`src/rtl/npu_pkg.sv`:
```
// npu_pkg: constants and types shared by the FC input packer and its
// requantiser. Holds the default frame geometry, the int8 output limits and
// the packer state encoding.
package npu_pkg;

  // Default number of int8 elements the FC stage consumes per frame
  localparam int IN1_N = 132;

  // Default width of the signed feature accumulators feeding the packer
  localparam int ACC_W = 24;

  // Default requantisation right-shift
  localparam int SHIFT_DEF = 8;

  // int8 saturation limits
  localparam int Q_MAX = 127;
  localparam int Q_MIN = -128;

  // Packer sequence: collect a frame, hand it over, kick the FC stage, wait
  typedef enum logic [1:0] {
    S_FILL  = 2'd0,
    S_LOAD  = 2'd1,
    S_START = 2'd2,
    S_WAIT  = 2'd3
  } pack_state_e;

  // Index width for an n-entry vector; never narrower than one bit
  function automatic int idx_width(input int n);
    return (n > 1) ? $clog2(n) : 1;
  endfunction

endpackage

```
`src/rtl/fcn_requant.sv`:
```
// fcn_requant: combinational accumulator-to-int8 requantiser.
// Round-half-up by adding 2^(SHIFT-1), arithmetic shift right by SHIFT,
// then saturate to the int8 range.
// Build option: define FCN_PACK_RELU_EN to clamp negative inputs to zero
// before rounding, which restricts the output to [0,127].
module fcn_requant #(
  parameter int ACC_W = npu_pkg::ACC_W,
  parameter int SHIFT = npu_pkg::SHIFT_DEF
) (
  input  logic [ACC_W-1:0] acc,
  output logic [7:0]       q
);
  import npu_pkg::*;

  // One guard bit keeps the rounding add from overflowing for any input
  localparam logic signed [ACC_W:0] RND   = $signed((ACC_W+1)'(1) << (SHIFT-1));
  localparam logic signed [ACC_W:0] MAX_Q = (ACC_W+1)'(Q_MAX);
  localparam logic signed [ACC_W:0] MIN_Q = (ACC_W+1)'(Q_MIN);

  logic signed [ACC_W:0] acc_ext;
  logic signed [ACC_W:0] acc_act;
  logic signed [ACC_W:0] rounded;
  logic signed [ACC_W:0] shifted;

  assign acc_ext = $signed({acc[ACC_W-1], acc});

  // Optional ReLU, rounding, arithmetic shift and int8 saturation
  always_comb begin
    acc_act = acc_ext;
`ifdef FCN_PACK_RELU_EN
    if (acc_ext[ACC_W]) begin
      acc_act = '0;
    end
`endif
    rounded = acc_act + RND;
    shifted = rounded >>> SHIFT;
    if (shifted > MAX_Q) begin
      q = 8'h7F;
    end else if (shifted < MIN_Q) begin
      q = 8'h80;
    end else begin
      q = shifted[7:0];
    end
  end

endmodule

```
`src/rtl/fcn_in_packer.sv`:
```
// fcn_in_packer: collects a stream of signed feature accumulators into an
// IN1_N-entry int8 vector for the FC stage, then strobes the vector write,
// pulses start and waits for fcn_done before taking the next frame.
// Frames ending early are zero-padded; frames running long are cut at IN1_N.
// Either length mismatch raises a one-cycle frame_err alongside the write.
// Build option: FCN_PACK_RELU_EN (ReLU before requantisation, see fcn_requant).
module fcn_in_packer #(
  parameter int IN1_N = npu_pkg::IN1_N,
  parameter int ACC_W = npu_pkg::ACC_W,
  parameter int SHIFT = npu_pkg::SHIFT_DEF
) (
  input  logic             clk,
  input  logic             rst_n,
  input  logic             s_valid,
  output logic             s_ready,
  input  logic [ACC_W-1:0] s_data,
  input  logic             s_last,
  output logic             in_vec_wr,
  output logic [7:0]       in_vec_array [0:IN1_N-1],
  output logic             start,
  input  logic             fcn_done,
  output logic             busy,
  output logic             frame_err
);
  import npu_pkg::*;

  localparam int             IDX_W    = idx_width(IN1_N);
  localparam logic [IDX_W-1:0] LAST_IDX = IDX_W'(IN1_N - 1);

  pack_state_e      state_q, state_d;
  logic [IDX_W-1:0] idx_q, idx_d;
  logic             err_q, err_d;
  logic             live_q;

  logic [7:0] q_elem;
  logic       accept;
  logic       at_last_idx;
  logic       fill_end;
  logic       short_end;

  fcn_requant #(
    .ACC_W(ACC_W),
    .SHIFT(SHIFT)
  ) u_requant (
    .acc(s_data),
    .q  (q_elem)
  );

  // live_q keeps s_ready low while reset is held; it opens on the first edge
  assign s_ready     = live_q && (state_q == S_FILL);
  assign accept      = s_valid && s_ready;
  assign at_last_idx = (idx_q == LAST_IDX);
  assign fill_end    = accept && (s_last || at_last_idx);
  assign short_end   = accept && s_last && !at_last_idx;

  // Handshake outputs decode straight from the state register
  assign in_vec_wr = (state_q == S_LOAD);
  assign start     = (state_q == S_START);
  assign busy      = (state_q != S_FILL);
  assign frame_err = err_q;

  // Sequencer: fill index, frame-length check and state transitions
  always_comb begin
    state_d = state_q;
    idx_d   = idx_q;
    err_d   = 1'b0;
    case (state_q)
      S_FILL: begin
        if (fill_end) begin
          state_d = S_LOAD;
          idx_d   = '0;
          // s_last on the final slot is the only well-formed ending
          err_d   = (s_last != at_last_idx);
        end else if (accept) begin
          idx_d = idx_q + IDX_W'(1);
        end
      end
      S_LOAD:  state_d = S_START;
      S_START: state_d = S_WAIT;
      S_WAIT: begin
        // fcn_done only matters here; elsewhere it is ignored by construction
        if (fcn_done) begin
          state_d = S_FILL;
        end
      end
      default: state_d = S_FILL;
    endcase
  end

  // Control registers
  always_ff @(posedge clk or negedge rst_n) begin
    if (!rst_n) begin
      state_q <= S_FILL;
      idx_q   <= '0;
      err_q   <= 1'b0;
      live_q  <= 1'b0;
    end else begin
      state_q <= state_d;
      idx_q   <= idx_d;
      err_q   <= err_d;
      live_q  <= 1'b1;
    end
  end

  // One register per vector slot; writes happen only on an accept in S_FILL,
  // so the vector is frozen from S_LOAD until the next frame starts
  for (genvar gi = 0; gi < IN1_N; gi++) begin : g_vec
    localparam logic [IDX_W-1:0] SLOT = IDX_W'(gi);

    logic [7:0] elem_q, elem_d;

    // Take the requantised element at the current index; on an early
    // s_last, clear every slot beyond it in the same edge
    always_comb begin
      elem_d = elem_q;
      if (accept && (idx_q == SLOT)) begin
        elem_d = q_elem;
      end else if (short_end && (SLOT > idx_q)) begin
        elem_d = 8'h00;
      end
    end

    // Slot storage
    always_ff @(posedge clk or negedge rst_n) begin
      if (!rst_n) begin
        elem_q <= 8'h00;
      end else begin
        elem_q <= elem_d;
      end
    end

    assign in_vec_array[gi] = elem_q;
  end

endmodule
```
`config.mk`:
```
export PLATFORM = sky130hd
export DESIGN_NAME = fcn_in_packer
export DESIGN_NICKNAME = d
export VERILOG_FILES = /design/src/rtl/npu_pkg.sv /design/src/rtl/fcn_requant.sv /design/src/rtl/fcn_in_packer.sv
export SDC_FILE = /design/constraint.sdc
export NUM_CORES = 2
export LEC_CHECK = 0
export BUFFER_PORTS_ARGS = -buffer_cell sky130_fd_sc_hd__buf_2
export CAP_MARGIN = 20
export CELL_PAD_IN_SITES_DETAIL_PLACEMENT = 1
export CELL_PAD_IN_SITES_GLOBAL_PLACEMENT = 1
export CORE_AREA = 2 2 431 433
export CTS_CLUSTER_DIAMETER = 60
export DETAILED_ROUTE_END_ITERATION = 7
export DIE_AREA = 0 0 433 435
export GPL_ROUTABILITY_DRIVEN = 0
export PLACE_DENSITY = 0.57
export SLEW_MARGIN = 20
export SYNTH_ARGS = -nofsm -noshare
export SYNTH_HDL_FRONTEND = slang
export SYNTH_SLANG_ARGS = --single-unit
```
`constraint.sdc`:
```
create_clock -name clk -period 6.4 [get_ports clk]
set_clock_uncertainty 0.05 [all_clocks]
set_input_delay 1.28 -clock clk [delete_from_list [all_inputs] [get_ports clk]]
set_output_delay 1.28 -clock clk [all_outputs]
set_load 0.03 [all_outputs]
```
==> impl_metrics.py <==
metrics = {
    "run_status": {
        "status": "completed",
    },
    "finish": {
        "final_common_cell": "buf_2",
        "final_nets": 6012,
        "final_area_um2": 66100,
        "drive_gt1_share_pct": 27.4,
        "syn_to_final_growth_pct": 26.3,
        "layout.cells.most_common_list": "buf_2 (1082), dfrtp_1 (1064), nand3_1 (709), a32oi_1 (680), nand2_1 (290)",
    },
    "setup_path": {
        "path_max_fanout": 16,
        "r2r-start": "idx_q[1]",
        "r2r_end": "g_vec[70].elem_q[1]",
        "path_class": "register to register",
        "cp.arrival_ns": 5.23,
        "cp-end-kind": "register",
        "crit_required_ns": 6.97,
        "cp-start-kind": "register",
        "reg2reg_slack_ns": 1.74,
        "reg2reg_depth": 8,
    },
    "placed_design": {
        "place_area_um2": 61000,
        "dp_hpwl_um": 221000,
        "io_buffer_count": 1082,
    },
    "clock_network": {
        "clockBufferDepth": 3,
        "post_cts_buffers": 0,
        "cts.sinks": 1068,
        "clk_pin_slew_ns": 0.06,
        "htreeDepth": 4,
        "cts_tree": "built",
        "cts-resized-gates": 0,
        "hold_buffers": 0,
        "insertion_delay_ns": 0.82,
        "numCtsBuffers": 144,
        "cts-root-buf": "clkbuf_16",
    },
    "pwr": {
        "max-vdd-ir-drop_uv": 199,
        "leakage_nw": 30.8,
        "powerDensity_nw_per_um2": 284,
    },
    "logic_synthesis": {
        "ys_seq_elements": 1068,
        "postSynthCellCount": 5120,
        "async_flop_share_pct": 100,
        "syn-num-nets": 5159,
        "synth_edf_count": 0,
        "synthesis.area_um2": 52300,
        "ys_types": 78,
        "synth.avg_cell_area_um2": 10.2,
        "seq_area_frac_synth_pct": 51.1,
        "synthFlopType": "dfrtp_1",
        "yosys_warnings": 0,
    },
    "timing": {
        "timing.final.crit_share_pct": 72.8,
        "rsz0062_at_grt": "false",
        "finalSetupViolCount": 0,
        "fmax_mhz": 215,
        "worstMarginPinSlew_ns": 1.24,
        "tns_ns": 0,
        "drv_slew": 0,
        "final-hold-violation-count": 0,
        "slew_headroom_pct": 17.5,
        "fin_crit_ns": 4.66,
    },
    "route": {
        "ant_nets": 0,
        "drt_iter0_markers": 6405,
        "postRouteWirelength_um": 328000,
        "drc_errors": 0,
        "vias_per_cell": 6.50,
        "num_vias": 55700,
        "drt_first_pass_iters": 5,
        "wl_per_cell_um": 38.3,
    },
    "min_path": {
        "holdCritPathClass": "register to register",
        "holdPathStages": 2,
        "min_from": "g_vec[65].elem_q[7]",
        "hold_end": "g_vec[65].elem_q[7]",
    },
    "die": {
        "dieHeight_um": 435,
        "floorplan.initialDensity_pct": 28.4,
        "die_area_um2": 188000,
        "fp.dieW_um": 433,
        "rows": 158,
        "ios": 1090,
        "core_area_um2": 184000,
    },
    "job": {
        "cap_viol_max_count": 0,
    },
    "global_route": {
        "grt_pass1_vias": 54200,
        "grt_usage_pct": 33.6,
        "grt-ovfl-total": 0,
        "grt_antenna_before_repair": 16,
        "grt_start_max_net_pins": 157,
        "grt_pass1_wl_um": 454000,
    },
}
routing by layer:
| layer | routed length (µm) | GRT usage [%] | vias up |
|---|---|---|---|
| li1 | - | - | 22700 |
| met1 | 125000 | 41.2 | 29300 |
| met2 | 148000 | 51.3 | 2954 |
| met3 | 28700 | 9.21 | 709 |
| met4 | 26200 | 22.7 | 6 |
| met5 | 40 | 0 | - |
layout make-up:
type / instances / area [µm²]
fillers: 20600 / 118000
flip-flops and latches: 1068 / 26700
multi-input cells: 3440 / 23500
repair buffers: 1307 / 7730
clock buffers: 197 / 4110
well taps: 2480 / 3100
clock inverters: 63 / 842
inverters: 12 / 47.5
diodes: 3 / 7.51
stage by stage:
step / std cells / setup WS (ns) / hold slack, ns / power, W / utilization (%)
floorplan: 5120 / 2.80 / 0.545 / 0.00868 / -
detailed placement: 8305 / 1.53 / 0.418 / 0.0103 / 33.2
finish: 8570 / 1.74 / 0.430 / 0.0188 / 35.9
global route: 8569 / 1.68 / 0.456 / 0.0193 / 35.9
global placement: 8300 / 1.57 / 0.410 / 0.0103 / 33.1
CTS: 8565 / 1.82 / 0.431 / 0.0189 / 35.8
flip-flops by register name, indices dropped and copies added, names as in the netlist:
register and flops:
g_vec.elem_q 1056, state_q 2, idx_q 8, live_q 1
frame_err 1
Yosys cell counts, drive strengths merged (47+ instances only):
master / number / area share (%)
dfrtp: 1068 / 51
nand3: 709 / 6.8
a32oi: 680 / 11
o311ai: 526 / 8.8
clkbuf: 486 / 3.5
nand2: 292 / 2.1
nor2: 255 / 1.8
nor3: 139 / 1.4
o21ai: 131 / 1.3
o211ai: 128 / 2.2
buf: 114 / 1.3
a22oi: 109 / 1.6
a31oi: 93 / 1.1
a21oi: 75 / 0.72
a22o: 47 / 0.79
worst max-delay path: stages, from the launching register on:
cell and delay, ns:
dfrtp_1 0.75, ha_1 0.80, and4_1 0.53, nand2_1 0.42, buf_4 0.36, nor2_1 0.69, nor2_1 0.40, a32oi_1 0.26
o311ai_0 0.19
how the worst max path moves through the flow:
stage | start | endpoint | slack [ns]
5_1_grt | idx_q[1] | g_vec[70].elem_q[1] | 1.68
3_3_place_gp | s_data[7] | g_vec[127].elem_q[5] | 1.57
3_5_place_dp | s_data[7] | g_vec[127].elem_q[3] | 1.53
2_1_floorplan | s_data[7] | g_vec[2].elem_q[6] | 2.80
4_1_cts | idx_q[1] | g_vec[106].elem_q[3] | 1.82
6_report | idx_q[1] | g_vec[70].elem_q[1] | 1.74
cell families after synthesis:
logic type,count (synthesis),share of synthesized area [%]
buffers and inverters,612,4.83
xor gates and xnor gates,15,0.251
and+or+nand+nor,1509,13.7
other,1,0.00717
muxes,8,0.160
AOI/OAI and AO/OA,1897,29.7
adders and majority gates,10,0.239
DFF,1068,51.1
report_power, final:
part | leakage [nW] | internal (W) | switching [W]
combinational | 13.6 | 0.000595 | 0.00256
clock | 2.40 | 0.00499 | 0.00352
sequential | 14.9 | 0.00696 | 0.000152
Note: power is estimated with default switching activity, not from simulation.
